<file path="src/rtl/seg_display_scan.sv">
`default_nettype none
// ============================================================================
//  Module   : seg_display_scan
//  Brief    : Multiplexed common-anode 7-segment driver with iterative
//             double-dabble BCD conversion, sign, blanking and overflow.
//  Revision : 1.0 - initial release
// ============================================================================

module seg_display_scan #(
    parameter int DIGITS      = 4,
    parameter int WIDTH       = 8,
    parameter int SIGNED      = 1,
    parameter int REFRESH_DIV = 1,
    parameter int BLANK_LZ    = 1
) (
    input  logic              disp_clk,
    input  logic              rst_n,
    input  logic [WIDTH-1:0]  din,
    input  logic              load,
    input  logic [DIGITS-1:0] dp_mask,
    output logic              busy,
    output logic              overflow,
    output logic [DIGITS-1:0] anodes,
    output logic [6:0]        segment,
    output logic              dp
);

    localparam int BCDN = (WIDTH * 31) / 100 + 1;
    localparam int BW   = 4 * BCDN;
    localparam int NIB  = (BCDN > DIGITS) ? BCDN : DIGITS;
    localparam int CW   = $clog2(WIDTH);
    localparam int IW   = $clog2(DIGITS);
    localparam int PW   = (REFRESH_DIV > 1) ? $clog2(REFRESH_DIV) : 1;
    localparam int NW   = $clog2(NIB + 1);

    localparam logic [6:0] SEG_MINUS = 7'b0111111;
    localparam logic [6:0] SEG_BLANK = 7'b1111111;

    typedef enum logic [1:0] {
        S_IDLE   = 2'd0,
        S_CONV   = 2'd1,
        S_COMMIT = 2'd2
    } state_t;

    state_t           state_q, state_d;
    logic [CW-1:0]    cnt_q, cnt_d;
    logic [WIDTH-1:0] mag_q, mag_d;
    logic [BW-1:0]    bcd_q, bcd_d;
    logic             neg_q, neg_d;
    logic [BW-1:0]    adj;
    logic             commit;
    logic             din_neg;
    logic             ovf_calc;

    logic [BW-1:0]     disp_bcd_q;
    logic              disp_neg_q;
    logic              ovf_q;
    logic [PW-1:0]     presc_q, presc_d;
    logic [IW-1:0]     idx_q, idx_d;
    logic              scan_tick;
    logic [DIGITS-1:0] anodes_q, anodes_d;
    logic [6:0]        segment_q, seg_d;
    logic              dp_q;
    logic [4*NIB-1:0]  nib_ext;
    logic [NW-1:0]     msnz;
    logic [NW-1:0]     pos;
    logic [3:0]        cur_nib;

    function automatic logic [6:0] seg_of(input logic [3:0] n);
        case (n)
            4'd0:    seg_of = 7'b1000000;
            4'd1:    seg_of = 7'b1111001;
            4'd2:    seg_of = 7'b0100100;
            4'd3:    seg_of = 7'b0110000;
            4'd4:    seg_of = 7'b0011001;
            4'd5:    seg_of = 7'b0010010;
            4'd6:    seg_of = 7'b0000010;
            4'd7:    seg_of = 7'b1111000;
            4'd8:    seg_of = 7'b0000000;
            4'd9:    seg_of = 7'b0011000;
            default: seg_of = SEG_BLANK;
        endcase
    endfunction

    assign din_neg = (SIGNED != 0) && din[WIDTH-1];

    // Add-3 correction on every BCD nibble before the shift
    always_comb begin
        adj = '0;
        for (int k = 0; k < BCDN; k++) begin
            adj[4*k +: 4] = (bcd_q[4*k +: 4] >= 4'd5) ? bcd_q[4*k +: 4] + 4'd3
                                                      : bcd_q[4*k +: 4];
        end
    end

    always_comb begin
        state_d = state_q;
        cnt_d   = cnt_q;
        mag_d   = mag_q;
        bcd_d   = bcd_q;
        neg_d   = neg_q;
        commit  = 1'b0;
        case (state_q)
            S_IDLE: begin
                if (load) begin
                    neg_d   = din_neg;
                    mag_d   = din_neg ? -din : din;
                    bcd_d   = '0;
                    cnt_d   = '0;
                    state_d = S_CONV;
                end
            end
            S_CONV: begin
                bcd_d = BW'({adj, mag_q[WIDTH-1]});
                mag_d = {mag_q[WIDTH-2:0], 1'b0};
                cnt_d = cnt_q + 1'b1;
                if (cnt_q == CW'(WIDTH - 1)) begin
                    state_d = S_COMMIT;
                end
            end
            S_COMMIT: begin
                commit  = 1'b1;
                state_d = S_IDLE;
            end
            default: state_d = S_IDLE;
        endcase
    end

    // The sign digit consumes one position, so the magnitude gets one fewer
    always_comb begin
        ovf_calc = 1'b0;
        for (int k = 0; k < BCDN; k++) begin
            if ((k >= DIGITS - (neg_q ? 1 : 0)) && (bcd_q[4*k +: 4] != 4'd0)) begin
                ovf_calc = 1'b1;
            end
        end
    end

    always_ff @(posedge disp_clk) begin
        if (!rst_n) begin
            state_q <= S_IDLE;
        end else begin
            state_q <= state_d;
        end
    end

    always_comb begin
        scan_tick = (presc_q == PW'(REFRESH_DIV - 1));
        presc_d   = scan_tick ? '0 : presc_q + 1'b1;
        idx_d     = idx_q;
        if (scan_tick) begin
            idx_d = (idx_q == IW'(DIGITS - 1)) ? '0 : idx_q + 1'b1;
        end
    end

    // Digit decode for the index that becomes lit on the next scan edge
    always_comb begin
        nib_ext             = '0;
        nib_ext[BW-1:0]     = disp_bcd_q;
        msnz                = '0;
        for (int k = 0; k < BCDN; k++) begin
            if (disp_bcd_q[4*k +: 4] != 4'd0) begin
                msnz = NW'(k);
            end
        end
        pos     = NW'(idx_d);
        cur_nib = nib_ext[4*idx_d +: 4];
        seg_d   = seg_of(cur_nib);
        if (ovf_q) begin
            seg_d = SEG_MINUS;
        end else if (BLANK_LZ != 0) begin
            if (pos > msnz) begin
                seg_d = (disp_neg_q && (pos == msnz + 1'b1)) ? SEG_MINUS : SEG_BLANK;
            end
        end else if (disp_neg_q && (idx_d == IW'(DIGITS - 1))) begin
            seg_d = SEG_MINUS;
        end
        anodes_d = ~(DIGITS'(1) << idx_d);
    end

    always_ff @(posedge disp_clk) begin
        if (!rst_n) begin
            cnt_q      <= '0;
            mag_q      <= '0;
            bcd_q      <= '0;
            neg_q      <= 1'b0;
            disp_bcd_q <= '0;
            disp_neg_q <= 1'b0;
            ovf_q      <= 1'b0;
            presc_q    <= '0;
            idx_q      <= IW'(DIGITS - 1);
            anodes_q   <= '1;
            segment_q  <= SEG_BLANK;
            dp_q       <= 1'b1;
        end else begin
            cnt_q   <= cnt_d;
            mag_q   <= mag_d;
            bcd_q   <= bcd_d;
            neg_q   <= neg_d;
            presc_q <= presc_d;
            idx_q   <= idx_d;
            if (commit) begin
                disp_bcd_q <= bcd_q;
                disp_neg_q <= neg_q;
                ovf_q      <= ovf_calc;
            end
            if (scan_tick) begin
                anodes_q  <= anodes_d;
                segment_q <= seg_d;
                dp_q      <= ~dp_mask[idx_d];
            end
        end
    end

    assign busy     = (state_q != S_IDLE);
    assign overflow = ovf_q;
    assign anodes   = anodes_q;
    assign segment  = segment_q;
    assign dp       = dp_q;

endmodule

`default_nettype wire

</file>
<file path="config.mk">
export PLATFORM = sky130hd
export DESIGN_NAME = seg_display_scan
export DESIGN_NICKNAME = d
export VERILOG_FILES = /design/src/rtl/seg_display_scan.sv
export SDC_FILE = /design/constraint.sdc
export NUM_CORES = 1
export LEC_CHECK = 0
export CAP_MARGIN = 0
export CORE_ASPECT_RATIO = 1.1
export CORE_MARGIN = 1.5
export CORE_UTILIZATION = 55
export CTS_BUF_LIST = sky130_fd_sc_hd__clkbuf_8 sky130_fd_sc_hd__clkbuf_16
export DETAILED_ROUTE_END_ITERATION = 7
export DONT_BUFFER_PORTS = 1
export PLACE_DENSITY = 0.7
export REMOVE_ABC_BUFFERS = 1
export SLEW_MARGIN = 20
export SYNTH_ARGS = -nofsm -noshare
export SYNTH_HDL_FRONTEND = slang
export SYNTH_SLANG_ARGS = --single-unit
</file>
<file path="constraint.sdc">
create_clock -name disp_clk -period 7.26 [get_ports disp_clk]
set_input_delay 1.089 -clock disp_clk [delete_from_list [all_inputs] [get_ports disp_clk]]
set_output_delay 1.089 -clock disp_clk [all_outputs]
set_load 0.1 [all_outputs]
</file>
==> impl_metrics.py, run 1 <==
metrics = {
    "timing": {
        "setup_tns_ns": 0,
        "final-hold-violation-count": 0,
        "worst_clock_skew_ns": 0.0103,
        "hold_slack_ns": 0.454,
        "post-route-min-period_ns": 2.61,
        "layout_worst_path_cycle_share": 0.360,
        "timing.max_slew.rel_slack": 0.347,
        "worst_slew_pin_slew_ns": 0.978,
        "grt_setup_unrepaired": "false",
        "drv_slew": 0,
        "setup_viols_final": 0,
        "fmax_mhz": 383,
    },
    "critical_path": {
        "crit_chain": "ha_1, or4_4, o21ai_2, nand2_1, o21ai_0, inv_1, ha_1, o21a_1, a221oi_2",
        "cp_slowest_cell": "or4_4",
        "reg2reg_depth": 9,
        "critPathMaxFanout": 8,
        "path_class": "reg -> reg",
        "setup.worst_path.start": "idx_q[0]",
        "critPathLaunchType": "flop",
        "critPathMaxStageDelay_ns": 0.47,
        "setup.worst_path.end_class": "flop",
        "last_element_of_the_critical_path": "segment[5]",
        "critical_path.most_common_cell": "ha_1",
        "reg2reg_slack_ns": 4.65,
        "cp.required_ns": 7.49,
        "critical_path_arrival_ns": 2.84,
        "worst_r2r_startpoint": "idx_q[0]",
        "crit-reg2reg-capture": "segment[5]",
    },
    "synth": {
        "synth.lib_cells_used.distinct": 55,
        "synth_seq_cells": 54,
        "mappedNetlistArea_um2": 2860,
        "postSynthAreaPerCell_um2": 8.26,
        "synth_enable_flop_cells": 0,
        "synth_top_flop_cell": "dfxtp_1",
        "ys.warnings.count": 0,
        "asyncSetResetFlopFracSynth": 0,
        "synth-seq-area-share": 0.378,
        "synthCells": 346,
    },
    "die": {
        "chipWidth_um": 71.7,
        "die_area_um2": 5640,
        "floorplan.rows": 27,
        "core_um2": 5000,
        "die_boundary_height_um": 78.6,
        "boundaryPins": 29,
        "initial_utilization": 0.572,
    },
    "cts": {
        "worst_skew_pair.late_latency_ns": 0.31,
        "htree_num_levels": 2,
        "cts_tree": "done",
        "tritoncts_sinks": 54,
        "count_of_instances_resized_after_the_clock_tree_is_built": 0,
        "cts_made_buffers": 5,
        "postCtsSetupRepairBufs": 0,
        "clockRootBuffer": "clkbuf_8",
        "cts-hold-fix-buffers": 0,
        "max-clock-path-buffers": 2,
        "clk_pin_slew_ns": 0.10,
    },
    "cells_and_area": {
        "drive_gt1_frac": 0.0680,
        "antennaDiodeCount": 0,
        "area_growth_pct": 3.81,
        "layout.nets": 368,
    },
    "grt": {
        "grt_overflow_total": 0,
        "number_of_antenna_violations_at_the_first_check_in_global_routing": 0,
        "first_pass_grt_wire_length_mm": 9.70,
        "largest_net_degree_at_the_start_of_global_routing": 41,
        "grt_use_total": 0.210,
        "first_global_vias": 2249,
    },
    "route": {
        "drt-total-wl_mm": 5.67,
        "detail_route.vias_per_cell": 5.92,
        "drt.antenna.violating_nets": 0,
        "wl_per_cell_um": 14.3,
        "detail_route.first_pass.iterations": 8,
        "remaining_drc_errors": 1,
        "first_iter_violations": 83,
        "vias_post_dr": 2346,
    },
    "power": {
        "switching_power_uw": 197,
        "power-per-cell-area_nw_per_um2": 214,
        "seq_power_share": 0.569,
        "total_power_uw": 635,
        "irDropWorstVdd_uv": 111,
        "comb_power_share": 0.121,
        "cell_leakage_power_nw": 1.11,
        "pwr-share-clk": 0.311,
        "internal-power_uw": 438,
        "sw_frac_of_total": 0.310,
    },
    "worst_hold_path": {
        "hold_path.class": "reg -> reg",
    },
    "place": {
        "place.gp.congestion": 0.850,
        "placement.io_buffers": 0,
        "place.detailed.hpwl_mm": 4.16,
    },
    "status": {
        "run_status": "finished with violations",
        "failed_checks": "DRC",
    },
    "run": {
        "cap_viol_max_count": 0,
    },
}
cell families (layout without fill, tap and decap cells):
| kind of cell | count (synthesis) | in the layout | synth area share |
|---|---|---|---|
| AND/OR/NAND/NOR | 126 | 126 | 0.199 |
| AO/OA/AOI/OAI | 95 | 95 | 0.230 |
| flip-flops | 54 | 54 | 0.378 |
| buffers and inverters | 34 | 25 | 0.0517 |
| adder cells (fa/ha/maj) | 16 | 16 | 0.0701 |
| XOR/XNOR | 10 | 10 | 0.0307 |
| multiplexers | 10 | 10 | 0.0394 |
| other | 1 | 2 | 0.00131 |
flip-flops by register name, indices dropped and copies added (netlist names):
signal      flops
presc_q         1
state_q         2
bcd_q          12
disp_neg_q      1
neg_q           1
cnt_q           3
anodes          4
disp_bcd_q     12
segment         7
mag_q           8
dp              1
idx_q           2
Yosys cell counts (all sizes together), types with 2 or more instances:
library cell / n / area, um2
a21boi: 2 / 15.0
a21oi: 40 / 200
a221oi: 6 / 71.3
a22oi: 6 / 50.1
a2bb2oi: 3 / 32.5
a311oi: 2 / 17.5
a31oi: 3 / 18.8
and2: 3 / 18.8
and3: 2 / 12.5
buf: 5 / 38.8
clkbuf: 14 / 52.6
dfxtp: 54 / 1080
ha: 16 / 200
inv: 15 / 56.3
mux2: 4 / 52.6
mux2i: 6 / 60.1
nand2: 57 / 214
nand2b: 6 / 37.5
nand3: 12 / 60.1
nor2: 24 / 90.1
nor2b: 3 / 18.8
nor3: 9 / 45.0
nor4: 4 / 25.0
o21a: 4 / 30.0
o21ai: 12 / 63.8
o31ai: 3 / 22.5
o32ai: 2 / 17.5
or3: 2 / 12.5
or4: 2 / 18.8
xnor2: 7 / 61.3
xor2: 3 / 26.3
layer usage:
metal,up-vias,global-route usage,part of all wire
li1,1206,-,-
met1,1097,0.245,0.45
met2,37,0.387,0.51
met3,6,0.0385,0.027
met4,0,0.0566,0.011
met5,-,0,0
critical path, delay by kind of cell (launching register included):
family / cells / cell delay, ns
fa+ha+maj: 2 / 0.61
simple gates: 2 / 0.56
compound gates: 4 / 0.77
flops: 1 / 0.44
buf+inv: 1 / 0.16
final cells by class:
cell class / count / area, um2
Clock buffer: 5 / 68.8
Clock inverter: 3 / 40.0
Fill cell: 456 / 2030
Inverter: 15 / 56.3
Multi-Input combinational cell: 259 / 1630
Sequential cell: 54 / 1080
Tap cell: 58 / 72.6
Timing Repair Buffer: 2 / 15.0
worst min path at each step:
stage                  start    endpoint  slack [ns]  cells after the start
floorplan              neg_q  disp_neg_q        0.43                      2
global placement    mag_q[7]    bcd_q[0]        0.44                      2
detailed placement  mag_q[7]    bcd_q[0]        0.45                      2
CTS                    neg_q  disp_neg_q        0.46                      2
global route        mag_q[7]    bcd_q[0]        0.47                      2
finish              mag_q[7]    bcd_q[0]        0.45                      2
layout by cell type (no fill, tap or decap), drive strengths merged, types with 7 or more instances in the layout:
master  Yosys  final
nand2      57     57
dfxtp      54     54
a21oi      40     40
nor2       24     24
ha         16     16
inv        15     15
nand3      12     12
o21ai      12     12
nor3        9      9
xnor2       7      7
through the flow:
step,cells,cell area [um2],setup WS (ns),utilization
floorplan,328,2770,4.70,-
global placement,388,2860,4.72,0.572
detailed placement,388,2860,4.66,0.572
CTS,396,2970,4.63,0.593
global route,396,2970,4.45,0.593
finish,396,2970,4.65,0.593
power groups by stage:
stage	Sequential [mW]	Combinational, mW	Clock [mW]
5_1_grt	0.363	0.0853	0.215
3_3_place_gp	0.368	0.0763	0
2_1_floorplan	0.365	0.0624	0
6_report	0.361	0.0768	0.197
3_5_place_dp	0.368	0.0769	0
4_1_cts	0.361	0.0774	0.203
No activity file was read; power rests on OpenSTA's default activity.
==> run 2, diff against run 1 <==
==> constraint.sdc (replaced) <==
create_clock -name disp_clk -period 2.53 [get_ports disp_clk]
set_input_delay 0.3795 -clock disp_clk [delete_from_list [all_inputs] [get_ports disp_clk]]
set_output_delay 0.3795 -clock disp_clk [all_outputs]
set_load 0.1 [all_outputs]
==> impl_metrics.py, run 2 (synthesis results as in run 1) <==
metrics = {
    "cts": {
        "htree_num_levels": 2,
        "cts_made_buffers": 5,
        "max-clock-path-buffers": 2,
        "clk_pin_slew_ns": 0.09,
        "worst_skew_pair.late_latency_ns": 0.30,
        "postCtsSetupRepairBufs": 0,
        "cts_tree": "done",
        "clockRootBuffer": "clkbuf_8",
        "tritoncts_sinks": 54,
    },
    "cells_and_area": {
        "fillerInstances": 465,
        "final_common_cell": "nand2_1",
        "antennaDiodeCount": 0,
        "multi_input_comb_area_um2": 1650,
        "biggestRegsByFlops": "bcd_q (12), disp_bcd_q (12), mag_q (8)",
        "area_growth_pct": 8.14,
        "area.sequential_um2": 1080,
        "most-common-layout-cells": "57 x nand2_1, 53 x dfxtp_1, 40 x a21oi_1",
        "fin_util": 0.618,
        "drive_gt1_frac": 0.119,
        "layout.nets": 384,
    },
    "timing": {
        "final-hold-violation-count": 0,
        "setup_tns_ns": 0,
        "post-route-min-period_ns": 2.27,
        "drv_slew": 0,
        "postLayoutSetupSlackWorst_ns": 0.258,
        "hold_slack_ns": 0.143,
        "fmax_mhz": 440,
        "timing.max_slew.rel_slack": 0.355,
        "worst_clock_skew_ns": 0.00712,
        "grt_setup_unrepaired": "false",
        "worst_slew_pin_slew_ns": 0.967,
        "layout_worst_path_cycle_share": 0.898,
        "setup_viols_final": 0,
    },
    "route": {
        "vias_post_dr": 2394,
        "detail_route.vias_per_cell": 5.81,
        "drt-total-wl_mm": 5.62,
        "drt.antenna.violating_nets": 0,
        "remaining_drc_errors": 0,
        "wl_per_cell_um": 13.6,
        "detail_route.first_pass.iterations": 6,
        "first_iter_violations": 137,
    },
    "power": {
        "sw_frac_of_total": 0.315,
        "pwr-share-clk": 0.270,
        "internal-power_mw": 1.22,
        "seq_power_share": 0.531,
        "switching_power_uw": 562,
        "comb_power_share": 0.199,
        "irDropWorstVdd_uv": 291,
        "power-per-cell-area_nw_per_um2": 577,
        "cell_leakage_power_nw": 1.18,
    },
    "status": {
        "run_status": "complete, no violations",
    },
    "critical_path": {
        "setup.worst_path.end_class": "flop",
        "critPathLaunchType": "flop",
        "critPathMaxFanout": 13,
        "path_class": "reg -> reg",
        "cp.required_ns": 2.74,
        "critical_path_arrival_ns": 2.48,
    },
    "grt": {
        "first_global_vias": 2301,
        "largest_net_degree_at_the_start_of_global_routing": 40,
        "grt_overflow_total": 0,
        "number_of_antenna_violations_at_the_first_check_in_global_routing": 0,
        "grt_use_total": 0.210,
        "first_pass_grt_wire_length_mm": 9.76,
    },
    "run": {
        "cap_viol_max_count": 0,
    },
    "die": {
        "die_area_um2": 5640,
        "core_um2": 5000,
        "initial_utilization": 0.572,
        "floorplan.rows": 27,
        "die_boundary_height_um": 78.6,
        "boundaryPins": 29,
        "chipWidth_um": 71.7,
    },
    "place": {
        "place.gp.congestion": 0.893,
        "dpl_worst_slack_ns": 0.119,
        "placement.io_buffers": 0,
        "place.detailed.hpwl_mm": 4.17,
    },
    "worst_hold_path": {
        "hold_path.class": "in -> reg",
    },
}
[run 2: path summary, 6_finish.rpt]
kind	startpoint	endpoint	slack, ns	depth (start not counted)
max reg2reg	presc_q	segment[6]	0.26	9
max	presc_q	segment[6]	0.26	9
min reg2reg	disp_neg_q	disp_neg_q	0.47	2
min	rst_n	idx_q[1]	0.14	1
[run 2: stage by stage]
step                      std cells  instance area, um2  power (mW)
after floorplan                 328                2770        1.23
after global placement          404                2980        1.31
after detailed placement        404                2980        1.31
after CTS                       412                3070        1.80
after global routing            412                3090        1.87
final                           412                3090        1.78
[run 2: area by class of cell]
cell class	count	area share
Clock buffer	6	0.0267
Clock inverter	2	0.00283
Inverter	15	0.0182
Multi-Input combinational cell	259	0.535
Sequential cell	54	0.350
Tap cell	58	0.0235
Timing Repair Buffer	18	0.0437
[run 2: worst max-delay path, stage by stage, from the launching register on]
cell	delay, ns
dfxtp_1	0.46
or4_4	0.61
o21ai_2	0.11
nand2_1	0.08
o21a_1	0.16
inv_2	0.10
ha_1	0.15
inv_1	0.04
o211a_1	0.22
o41ai_2	0.25
[run 2: what timing repair did]
| item | in CTS | in global routing |
|---|---|---|
| hold buffers | 0 | 0 |
| setup endpoints to repair | 0 | 2 |
| gates resized for setup | 0 | 4 |
[run 2: routing by layer]
layer	global-route usage	up-vias	wire [um]
met2	0.389	49	2850
met5	0	-	0
met3	0.0372	12	151
li1	-	1233	-
met1	0.240	1100	2530
met4	0.0698	0	91
[run 2: power by group through the flow]
stage / combinational, mW / sequential, mW / clock [mW]
after global routing: 0.384 / 0.952 / 0.532
after detailed placement: 0.349 / 0.965 / 0
after floorplan: 0.179 / 1.05 / 0
after global placement: 0.346 / 0.963 / 0
final: 0.354 / 0.947 / 0.482
after CTS: 0.350 / 0.945 / 0.501
==> run 3, diff against run 2 <==
--- a/config.mk
+++ b/config.mk
@@ -12,6 +12,7 @@
 export CTS_BUF_LIST = sky130_fd_sc_hd__clkbuf_8 sky130_fd_sc_hd__clkbuf_16
 export DETAILED_ROUTE_END_ITERATION = 7
 export DONT_BUFFER_PORTS = 1
+export GPL_ROUTABILITY_DRIVEN = 1
 export PLACE_DENSITY = 0.7
 export REMOVE_ABC_BUFFERS = 1
 export SLEW_MARGIN = 20
==> results of run 3 <==
Same layout as run 2: the final DEF is identical, and so are final timing and power.
